$ cat src/rtl/pc_stack_unit.sv
// Program counter and 8-level circular return stack for the instruction fetch stage.
// Resolves inc/goto/call/return once per instruction cycle and marks the jump-shadow word.
module pc_stack_unit #(
    parameter int PC_W      = 13,
    parameter int JMP_W     = 11,
    parameter int DEPTH     = 8,
    parameter int RESET_VEC = 0
) (
    input  logic                       clk,
    input  logic                       reset,
    input  logic                       adv,
    input  logic [1:0]                 op,
    input  logic [JMP_W-1:0]           target,
    input  logic [PC_W-JMP_W-1:0]      page,
    output logic [PC_W-1:0]            pc_out,
    output logic [$clog2(DEPTH)-1:0]   sp,
    output logic                       flush,
    output logic                       stk_ovf,
    output logic                       stk_unf
);

    localparam int SP_W = $clog2(DEPTH);
    localparam logic [SP_W:0]   CNT_FULL = (SP_W+1)'(DEPTH);
    localparam logic [SP_W:0]   CNT_ZERO = '0;
    localparam logic [PC_W-1:0] PC_RST   = PC_W'(RESET_VEC);

    typedef enum logic [1:0] {
        OP_INC  = 2'b00,
        OP_GOTO = 2'b01,
        OP_CALL = 2'b10,
        OP_RET  = 2'b11
    } op_e;

    logic [PC_W-1:0] r_pc;
    logic [SP_W-1:0] r_sp;
    logic [SP_W:0]   r_cnt;
    logic            r_flush;
    logic            r_ovf;
    logic            r_unf;

    logic [PC_W-1:0] r_pc_next;
    logic [SP_W-1:0] r_sp_next;
    logic [SP_W:0]   r_cnt_next;
    logic            r_flush_next;
    logic            r_ovf_next;
    logic            r_unf_next;

    op_e             w_op;
    logic [PC_W-1:0] w_pc_inc;
    logic [PC_W-1:0] w_dest;
    logic [SP_W-1:0] w_sp_inc;
    logic [SP_W-1:0] w_sp_dec;
    logic [PC_W-1:0] w_top;
    logic            w_push;
    logic [PC_W-1:0] w_stack [DEPTH];

    assign w_op     = op_e'(op);
    assign w_pc_inc = r_pc + PC_W'(1);
    assign w_dest   = {page, target};
    assign w_sp_inc = r_sp + SP_W'(1);
    assign w_sp_dec = r_sp - SP_W'(1);
    assign w_top    = w_stack[w_sp_dec];

    // Next-state decode; a pending flush forces the cycle to behave as a plain increment.
    always_comb begin
        r_pc_next    = r_pc;
        r_sp_next    = r_sp;
        r_cnt_next   = r_cnt;
        r_flush_next = r_flush;
        r_ovf_next   = r_ovf;
        r_unf_next   = r_unf;
        w_push       = 1'b0;
        if (adv) begin
            if (r_flush || (w_op == OP_INC)) begin
                r_pc_next    = w_pc_inc;
                r_flush_next = 1'b0;
            end else begin
                case (w_op)
                    OP_GOTO: begin
                        r_pc_next    = w_dest;
                        r_flush_next = 1'b1;
                    end
                    OP_CALL: begin
                        w_push       = 1'b1;
                        r_sp_next    = w_sp_inc;
                        r_pc_next    = w_dest;
                        r_flush_next = 1'b1;
                        if (r_cnt == CNT_FULL) begin
                            r_ovf_next = 1'b1;
                        end else begin
                            r_cnt_next = r_cnt + (SP_W+1)'(1);
                        end
                    end
                    OP_RET: begin
                        r_sp_next    = w_sp_dec;
                        r_pc_next    = w_top;
                        r_flush_next = 1'b1;
                        if (r_cnt == CNT_ZERO) begin
                            r_unf_next = 1'b1;
                        end else begin
                            r_cnt_next = r_cnt - (SP_W+1)'(1);
                        end
                    end
                    default: begin
                        r_pc_next    = w_pc_inc;
                        r_flush_next = 1'b0;
                    end
                endcase
            end
        end
    end

    always_ff @(posedge clk or negedge reset) begin
        if (!reset) begin
            r_pc    <= PC_RST;
            r_sp    <= '0;
            r_cnt   <= '0;
            r_flush <= 1'b0;
            r_ovf   <= 1'b0;
            r_unf   <= 1'b0;
        end else begin
            r_pc    <= r_pc_next;
            r_sp    <= r_sp_next;
            r_cnt   <= r_cnt_next;
            r_flush <= r_flush_next;
            r_ovf   <= r_ovf_next;
            r_unf   <= r_unf_next;
        end
    end

    // Entries live in flops rather than RAM because reset must clear every slot.
    generate
        for (genvar gi = 0; gi < DEPTH; gi++) begin : gen_entry
            logic [PC_W-1:0] r_entry;
            always_ff @(posedge clk or negedge reset) begin
                if (!reset) begin
                    r_entry <= '0;
                end else if (w_push && (r_sp == SP_W'(gi))) begin
                    r_entry <= w_pc_inc;
                end
            end
            assign w_stack[gi] = r_entry;
        end
    endgenerate

    assign pc_out  = r_pc;
    assign sp      = r_sp;
    assign flush   = r_flush;
    assign stk_ovf = r_ovf;
    assign stk_unf = r_unf;

endmodule

$ cat config.mk
export PLATFORM = sky130hd
export DESIGN_NAME = pc_stack_unit
export DESIGN_NICKNAME = d
export VERILOG_FILES = /design/src/rtl/pc_stack_unit.sv
export SDC_FILE = /design/constraint.sdc
export NUM_CORES = 1
export LEC_CHECK = 0
export ABC_CLOCK_PERIOD_IN_PS = 3050
export BUFFER_PORTS_ARGS = -buffer_cell sky130_fd_sc_hd__buf_4
export CORE_ASPECT_RATIO = 1.1
export CORE_MARGIN = 4
export CORE_UTILIZATION = 61
export CTS_CLUSTER_SIZE = 8
export DETAILED_ROUTE_END_ITERATION = 12
export PLACE_DENSITY_LB_ADDON = 0.15
export SLEW_MARGIN = 5
export SYNTH_ARGS = -nofsm -noshare
export SYNTH_HDL_FRONTEND = slang
export SYNTH_SLANG_ARGS = --single-unit
$ cat constraint.sdc
create_clock -name clk -period 3.05 [get_ports clk]
set_input_delay 0.61 -clock clk [delete_from_list [all_inputs] [get_ports clk]]
set_output_delay 0.61 -clock clk [all_outputs]
set_load 0.02 [all_outputs]
==> impl_metrics.ini, run 1 <==
[clock_tree]
cts.sinks = 127
path_clk_slew_ns = 0.07
cts_buffer_depth = 2
cts_hold_buf = 1
post_cts_buffers = 0
cts-root-buf = clkbuf_8
cts_tree = yes
cts_made_buffers = 17
cts.htree.levels = 4
cts_resized = 0
clock_latency_ns = 0.52

[final_layout]
utilization_pct = 73.1
diodes = 0
drive_gt1_share_pct = 16.5
fin_cells = 797
area_growth_pct = 17.5
finalNetCount = 695
final_cell_mix = nand2_1, dfrtp_1, o21ai_0
layout_commonest_cell = nand2_1

[synth]
synth_cell_types = 47
syn_area_sq_um = 6130
synth_edf_count = 0
synth_flop_cell = dfrtp_1
synth_top_cell_by_area = dfrtp_1
syn_avg_cell_area_sq_um = 9.90
synthesis.instances = 619
ys_async_sr_fraction_pct = 100
ys_ff_latch = 127
synth_top_area_share_pct = 51.9
syn_nets = 650
ys_warn_count = 0
ys_seq_area_share_pct = 51.9
synth_area_leaders = dfrtp_1, o21ai_0, nand2_1

[worst_setup_path]
cp-startpoint = sp[1]
rr_startpoint = sp[1]
startpoint_type = register
path_max_fanout = 23
critPathKind = reg -> reg
crit_path_end_kind = register
ff2ff_path_depth = 8
critical_path_required_ns = 3.41
worstPathArrival_ns = 3.36

[grt]
grt_pass1_vias = 5019
grt_most_used_layer = met2
grt_max_degree = 51
grt_pass1_wl_microns = 26900
grt-ovfl-total = 0
grt_use_met2_pct = 48.3
grt_antenna_before_repair = 0
gr-usage-met1_pct = 38.5
met3_usage_pct = 9.01
grt_use_total_pct = 29.7

[drt]
antenna_left = 0
wl_per_cell_microns = 20.8
dr.pass1.iters = 5
drt-initial-drc-count = 443
num_vias = 4998
drc = 0
viasPerCell = 6.27
totalWireLength_microns = 16600

[power_and_ir_drop]
p_leak_nw = 3.32
power_density_nw_per_um2 = 1060
power_mw = 7.60
irDropWorstVdd_v = 0.000496

[run]
max-cap-violations = 0

[sta]
clock_skew_ns = 0.0112
slew_viol_final = 0
setup_viol = 0
timing.final.ws_setup_ns = 0.0447
maxSlewHeadroom_pct = 45.4
tns_ns = 0
tightestPinTransition_ns = 0.813
final.period_utilization_pct = 98.5
hold_viol = 0
period_minus_slack_ns = 3.01
fmax_mhz = 333
rsz0062_at_grt = no

[placement]
hpwl_microns = 11100
portBuffers = 36
dp_cells = 764
routabilityCongestion = 0.890
pre_cts_ws_ns = 0.354

[min_path]
hp-class = in -> reg
hold_path_startpoint = target[6]
hold_depth = 3

[floorplan]
chipHeight_microns = 113
core_area_sq_um = 9840
ios = 37
rows = 38
die_area_sq_um = 11700
die_width_microns = 104
start_util_pct = 62.2

[run_status]
outcome = finished, final reports clean
## registers in the layout (all words and copies together) (netlist names)
name	flops
r_cnt	4
gen_entry.r_entry	104
flush	1
stk_unf	1
sp	3
stk_ovf	1
pc_out	13
## metrics by stage
stage / area (sq um) / hold slack [ns]
2_1_floorplan: 6130 / 0.314
3_3_place_gp: 6610 / 0.454
3_5_place_dp: 6610 / 0.462
4_1_cts: 7200 / 0.328
5_1_grt: 7200 / 0.355
6_report: 7200 / 0.341
## per-layer routing
layer  share of wire (%)  vias to the layer above
li1                    -                     2287
met1                  41                     2407
met2                  48                      270
met3                 9.4                       34
met4                 2.1                        0
met5                   0                        -
## cells by family after synthesis
group / Yosys count / synth area share, %
AO/OA/AOI/OAI: 166 / 16.3
buffers and inverters: 45 / 3.02
multiplexers: 43 / 8.78
adder cells (fa/ha/maj): 13 / 2.66
flip-flops: 127 / 51.9
AND/OR/NAND/NOR: 207 / 14.4
XOR/XNOR: 18 / 2.88
## cells in the mapped netlist, types with 3 or more instances
| library cell | count |
|---|---|
| nand2_1 | 134 |
| dfrtp_1 | 127 |
| o21ai_0 | 108 |
| nand3_1 | 31 |
| mux2i_1 | 26 |
| clkbuf_1 | 22 |
| nor2_1 | 16 |
| ha_1 | 13 |
| mux2_2 | 11 |
| nor2b_1 | 11 |
| a21oi_1 | 10 |
| a221oi_1 | 10 |
| xnor2_1 | 10 |
| inv_1 | 9 |
| buf_2 | 7 |
| xor2_1 | 7 |
| a2111oi_0 | 6 |
| a211oi_1 | 6 |
| a31oi_1 | 6 |
| a22oi_1 | 5 |
| mux4_1 | 5 |
| buf_1 | 4 |
| and2_1 | 3 |
## where the power goes
group / switching, mW / internal (mW) / leakage, nW / total, mW
registers: 0.460 / 2.27 / 1.66 / 2.73
clock network: 0.757 / 1.20 / 0.272 / 1.96
logic: 1.76 / 1.15 / 1.38 / 2.91
total: 2.98 / 4.62 / 3.32 / 7.60
## worst paths after layout
check / slack, ns / end
max in group asynchronous: 1.84 / gen_entry[4].r_entry[9]
worst max-delay path: 0.04 / pc_out[10]
min in group asynchronous: 0.51 / gen_entry[0].r_entry[8]
worst min-delay path: 0.34 / pc_out[6]
worst min register to register: 0.47 / stk_unf
worst max register to register: 0.04 / pc_out[10]
## layout make-up
cell class / instances / area (sq um)
clock buffers: 19 / 442
well taps: 120 / 150
inverters: 10 / 37.5
clock inverters: 13 / 139
flip-flops and latches: 127 / 3180
fillers: 691 / 2650
repair buffers: 61 / 485
multi-input cells: 447 / 2770
## critical path, cell delays in order (launching register included)
cell	delay, ns
dfrtp_1	0.44
inv_1	0.11
ha_2	0.73
buf_12	0.26
nor2b_1	0.08
a2111oi_0	0.68
a21oi_1	0.22
a31oi_1	0.24
a211oi_1	0.07
No activity file was read; power rests on OpenSTA's default activity.
==> inputs of run 2 (changes only) <==
PLACE_DENSITY = 0.8   (was default)
PLACE_DENSITY_LB_ADDON = default   (was 0.15)
==> run 2 against run 1 <==
Effect of this change: via count increased by 1.2%; clock skew decreased by 0.0019 ns; first-iteration DRC count increased by 4.3%; final cell count decreased by 0.75%; highest routed layer unchanged; sequential power about the same; sequential share of layout area increased by 0.29 points; die area unchanged; maximum frequency increased by 9.8%; cell area decreased by 0.66%; non-clock buffer count decreased by 5; wire length decreased by 3.0%; clock power about the same.
==> impl_metrics.ini, run 2 (synthesis gave the netlist of run 1 again) <==
[power_and_ir_drop]
p_leak_nw = 3.29
power_mw = 7.54
power_switching_mw = 2.98
pwr-share-seq_pct = 36.0
p_sw_share_pct = 39.5
power_density_nw_per_um2 = 1060
irDropWorstVdd_v = 0.000582
p_clk_share_pct = 26.1
pwr-share-comb_pct = 37.9
p_int_mw = 4.56

[grt]
grt_antenna_before_repair = 0
grt_pass1_wl_microns = 26700
grt_pass1_vias = 5060
grt_max_degree = 57
grt_use_total_pct = 29.2
grt-ovfl-total = 0

[clock_tree]
cts_hold_buf = 0
post_cts_buffers = 0
cts_made_buffers = 17
path_clk_slew_ns = 0.06
cts-root-buf = clkbuf_8
cts_tree = yes
clock_latency_ns = 0.53
cts_resized = 0
cts.htree.levels = 4
cts.sinks = 127
cts_buffer_depth = 2

[placement]
portBuffers = 36
hpwl_microns = 10500
routabilityCongestion = 0.883

[sta]
setup_viol = 0
fmax_mhz = 365
slew_viol_final = 0
tns_ns = 0
clock_skew_ns = 0.00932
hold_viol = 0
maxSlewHeadroom_pct = 41.1
period_minus_slack_ns = 2.74
tightestPinTransition_ns = 0.877
rsz0062_at_grt = no
final.period_utilization_pct = 89.8

[worst_setup_path]
critPathKind = reg -> reg
path_cells = inv_1 -> ha_1 -> xor2_4 -> buf_4 -> mux4_1 -> a211o_1 -> o21ai_0 -> a211oi_1
max_stage_delay_ns = 0.63
crit_path_end_kind = register
worstPathArrival_ns = 3.11
startpoint_type = register
cpMaxStageDelayCell = mux4_1
cp_top_family = multiplexers
path_max_fanout = 13
critical_path_required_ns = 3.42
critPathBufInv = 2

[run]
max-cap-violations = 0

[floorplan]
chipHeight_microns = 113
start_util_pct = 62.2
core_area_sq_um = 9840
ios = 37
die_width_microns = 104
die_area_sq_um = 11700
rows = 38

[final_layout]
layout_commonest_cell = nand2_1
drive_gt1_share_pct = 15.9
area_growth_pct = 16.7
final_cell_mix = nand2_1, dfrtp_1, o21ai_0
largest_reg_flops = 104
diodes = 0
finalNetCount = 690
largest-register = gen_entry.r_entry
fillerInstances = 686

[drt]
num_vias = 5057
totalWireLength_microns = 16100
dr.pass1.iters = 7
wl_per_cell_microns = 20.4
antenna_left = 0
viasPerCell = 6.39
drt-initial-drc-count = 462
drc = 0

[run_status]
outcome = finished, final reports clean

[min_path]
hp-class = in -> async
==> run 2: changes by cell type in the layout (fill, tap and decap cells not counted) <==
cell,delta
clkbuf_8,-2
inv_8,+1
dlygate4sd3_1,-1
clkinv_2,-2
clkinvlp_4,-1
buf_4,-4
inv_6,+3
==> run 2: final cells by class <==
class | count | area, sq um | area share, %
Sequential cell | 127 | 3180 | 44.5
Multi-Input combinational cell | 447 | 2770 | 38.7
Timing Repair Buffer | 56 | 445 | 6.23
Clock buffer | 17 | 414 | 5.79
Clock inverter | 14 | 159 | 2.22
Tap cell | 120 | 150 | 2.10
Inverter | 10 | 37.5 | 0.525
==> run 2: final timing paths <==
path                           start                 endpoint  slack (ns)  depth (start not counted)
setup / recovery               sp[1]               pc_out[12]        0.31                          8
hold / removal                 reset  gen_entry[1].r_entry[8]        0.04                          1
setup reg to reg               sp[1]               pc_out[12]        0.31                          8
hold reg to reg              stk_unf                  stk_unf        0.47                          1
max in group asynchronous      reset  gen_entry[2].r_entry[8]        2.16                          2
min in group clk           target[6]                pc_out[6]        0.34                          3
==> run 2: per-layer routing <==
layer | up-vias | GRT usage [%] | wire [microns]
met5 | - | 0 | 0
met1 | 2469 | 37.7 | 6460
met3 | 47 | 8.21 | 1370
met2 | 271 | 46.6 | 7780
li1 | 2270 | - | -
met4 | 0 | 13.0 | 496
==> run 2: power by group through the flow <==
stage | clock network [mW] | logic (mW) | registers [mW]
after CTS | 1.99 | 2.82 | 2.71
final | 1.97 | 2.86 | 2.72
after global routing | 2.07 | 3.11 | 2.79
after detailed placement | 0 | 2.76 | 2.72
after floorplan | 0 | 1.80 | 2.71
after global placement | 0 | 2.68 | 2.67
==> run 2: metrics by stage <==
| stage | cells | area [sq um] | setup slack [ns] | util (%) | hold slack [ns] |
|---|---|---|---|---|---|
| after floorplan | 619 | 6130 | 0.295 | - | 0.314 |
| after global placement | 760 | 6580 | 0.406 | 66.8 | 0.456 |
| after detailed placement | 760 | 6580 | 0.356 | 66.8 | 0.465 |
| after CTS | 791 | 7150 | 0.332 | 72.6 | 0.0553 |
| after global routing | 791 | 7150 | 0.187 | 72.6 | 0.0685 |
| final | 791 | 7150 | 0.313 | 72.6 | 0.0389 |
==> inputs of run 3 (changes only) <==
CELL_PAD_IN_SITES_DETAIL_PLACEMENT = 1   (was default)
CELL_PAD_IN_SITES_GLOBAL_PLACEMENT = 2   (was default)
CORE_UTILIZATION = 39   (was 61)
PLACE_DENSITY = default   (was 0.8)
PLACE_DENSITY_LB_ADDON = 0.1   (was default)
TNS_END_PERCENT = 20   (was default)
==> run 3 against run 2 <==
Effect of this change: count of clock-buffer cells in the layout increased by 2; maximum frequency shrank 1.3%; final cell count is 11% higher; wire length up 20%; worst setup slack got worse by 0.035 ns; power rose by 4.6%; largest cell class unchanged.
==> impl_metrics.ini, run 3 (synthesis gave the netlist of run 1 again) <==
[worst_setup_path]
cpMaxStageDelayCell = mux4_1
cp-startpoint = sp[0]
crit_path_end_kind = register
cp_top_family = multiplexers
path_cells = clkinv_1 -> ha_1 -> xor2_4 -> mux4_1 -> mux2_2 -> a221oi_2 -> a311oi_2
worstPathArrival_ns = 3.05
ff2ff_path_depth = 7
worst-path-stages = 7
critPathKind = reg -> reg
max_stage_delay_ns = 0.62
critical_path_required_ns = 3.32
critPathBufInv = 1
r2r-end = pc_out[2]
path_max_fanout = 9
startpoint_type = register
endpoint = pc_out[2]
reg2reg_slack_ns = 0.28
rr_startpoint = sp[0]

[sta]
maxSlewHeadroom_pct = 48.4
final.period_utilization_pct = 90.9
fmax_mhz = 361
clock_skew_ns = 0.00725
hold_viol = 0
tns_ns = 0
setup_viol = 0
period_minus_slack_ns = 2.77
tightestPinTransition_ns = 0.768
slew_viol_final = 0
rsz0062_at_grt = no

[clock_tree]
clock_latency_ns = 0.42
cts_tree = yes
path_clk_slew_ns = 0.05
cts.htree.levels = 4
cts_buffer_depth = 2
cts.sinks = 127
cts_resized = 0
post_cts_buffers = 0
cts_made_buffers = 17
cts-root-buf = clkbuf_16
cts_hold_buf = 0

[drt]
dr.pass1.iters = 4
num_vias = 4899
drt-initial-drc-count = 209
drc = 0
wl_per_cell_microns = 22.0
viasPerCell = 5.57
totalWireLength_microns = 19400
antenna_left = 0

[floorplan]
rows = 47
chipHeight_microns = 139
start_util_pct = 40.2
core_area_sq_um = 15200
ios = 37
die_width_microns = 127
die_area_sq_um = 17800

[final_layout]
largest_reg_flops = 104
layout_commonest_cell = nand2_1
diodes = 0
final_cell_mix = nand2_1, dfrtp_1, o21ai_0
finalNetCount = 703
largest-register = gen_entry.r_entry
area_growth_pct = 21.1
fin_cells = 880
drive_gt1_share_pct = 17.7

[grt]
grt_max_degree = 61
grt_antenna_before_repair = 0
grt_pass1_vias = 5327
grt_use_total_pct = 22.9
grt_pass1_wl_microns = 30900
grt-ovfl-total = 0

[power_and_ir_drop]
irDropWorstVdd_v = 0.000471
p_leak_nw = 3.40
power_density_nw_per_um2 = 1060

[placement]
dp_cells = 849
portBuffers = 36
routabilityCongestion = 0.814
hpwl_microns = 13700

[run]
max-cap-violations = 0

[run_status]
outcome = finished, final reports clean

[min_path]
hp-class = in -> async
==> run 3: changes by cell type in the layout (fill, tap and decap cells not counted), sizes merged <==
cell and delta:
buf +13, bufinv +3, clkbuf +2, clkinv +2
clkinvlp -2, inv -5
==> run 3: through the flow <==
step                      instance area (sq um)  setup slack, ns  total power [mW]  hold WS (ns)  utilization, %
after floorplan                            6130            0.295              4.51         0.314               -
after global placement                     6770            0.375              5.59         0.456            44.5
after detailed placement                   6770            0.277              5.72         0.464            44.5
after CTS                                  7420            0.266              7.99         0.217            48.7
after global routing                       7420            0.128              8.41         0.255            48.7
final                                      7420            0.277              7.89         0.217            48.7
==> run 3: power by group <==
part	internal, mW	switching, mW
Sequential	2.27	0.474
Combinational	1.20	1.72
Clock	1.48	0.750
==> run 3: per-layer routing <==
metal / part of all wire (%) / vias to the layer above / track usage (%)
li1: - / 2295 / -
met1: 43 / 2483 / 29.1
met2: 51 / 95 / 37.6
met3: 3.4 / 26 / 4.71
met4: 2.8 / 0 / 9.88
met5: 0 / - / 0
==> run 3: how the worst min path moves through the flow <==
stage / from / end / slack (ns) / cells after the start
after detailed placement: stk_unf / stk_unf / 0.46 / 1
after global placement: gen_entry[7].r_entry[11] / gen_entry[7].r_entry[11] / 0.46 / 2
after floorplan: reset / flush / 0.31 / 0
after CTS: reset / r_cnt[2] / 0.22 / 1
after global routing: reset / r_cnt[2] / 0.25 / 1
final: reset / r_cnt[2] / 0.22 / 1
==> run 3: cell type report <==
| type | count | area [sq um] |
|---|---|---|
| Fill cell | 1676 | 7810 |
| Sequential cell | 127 | 3180 |
| Multi-Input combinational cell | 447 | 2770 |
| Timing Repair Buffer | 69 | 543 |
| Clock buffer | 19 | 453 |
| Tap cell | 196 | 245 |
| Clock inverter | 12 | 190 |
| Inverter | 10 | 37.5 |
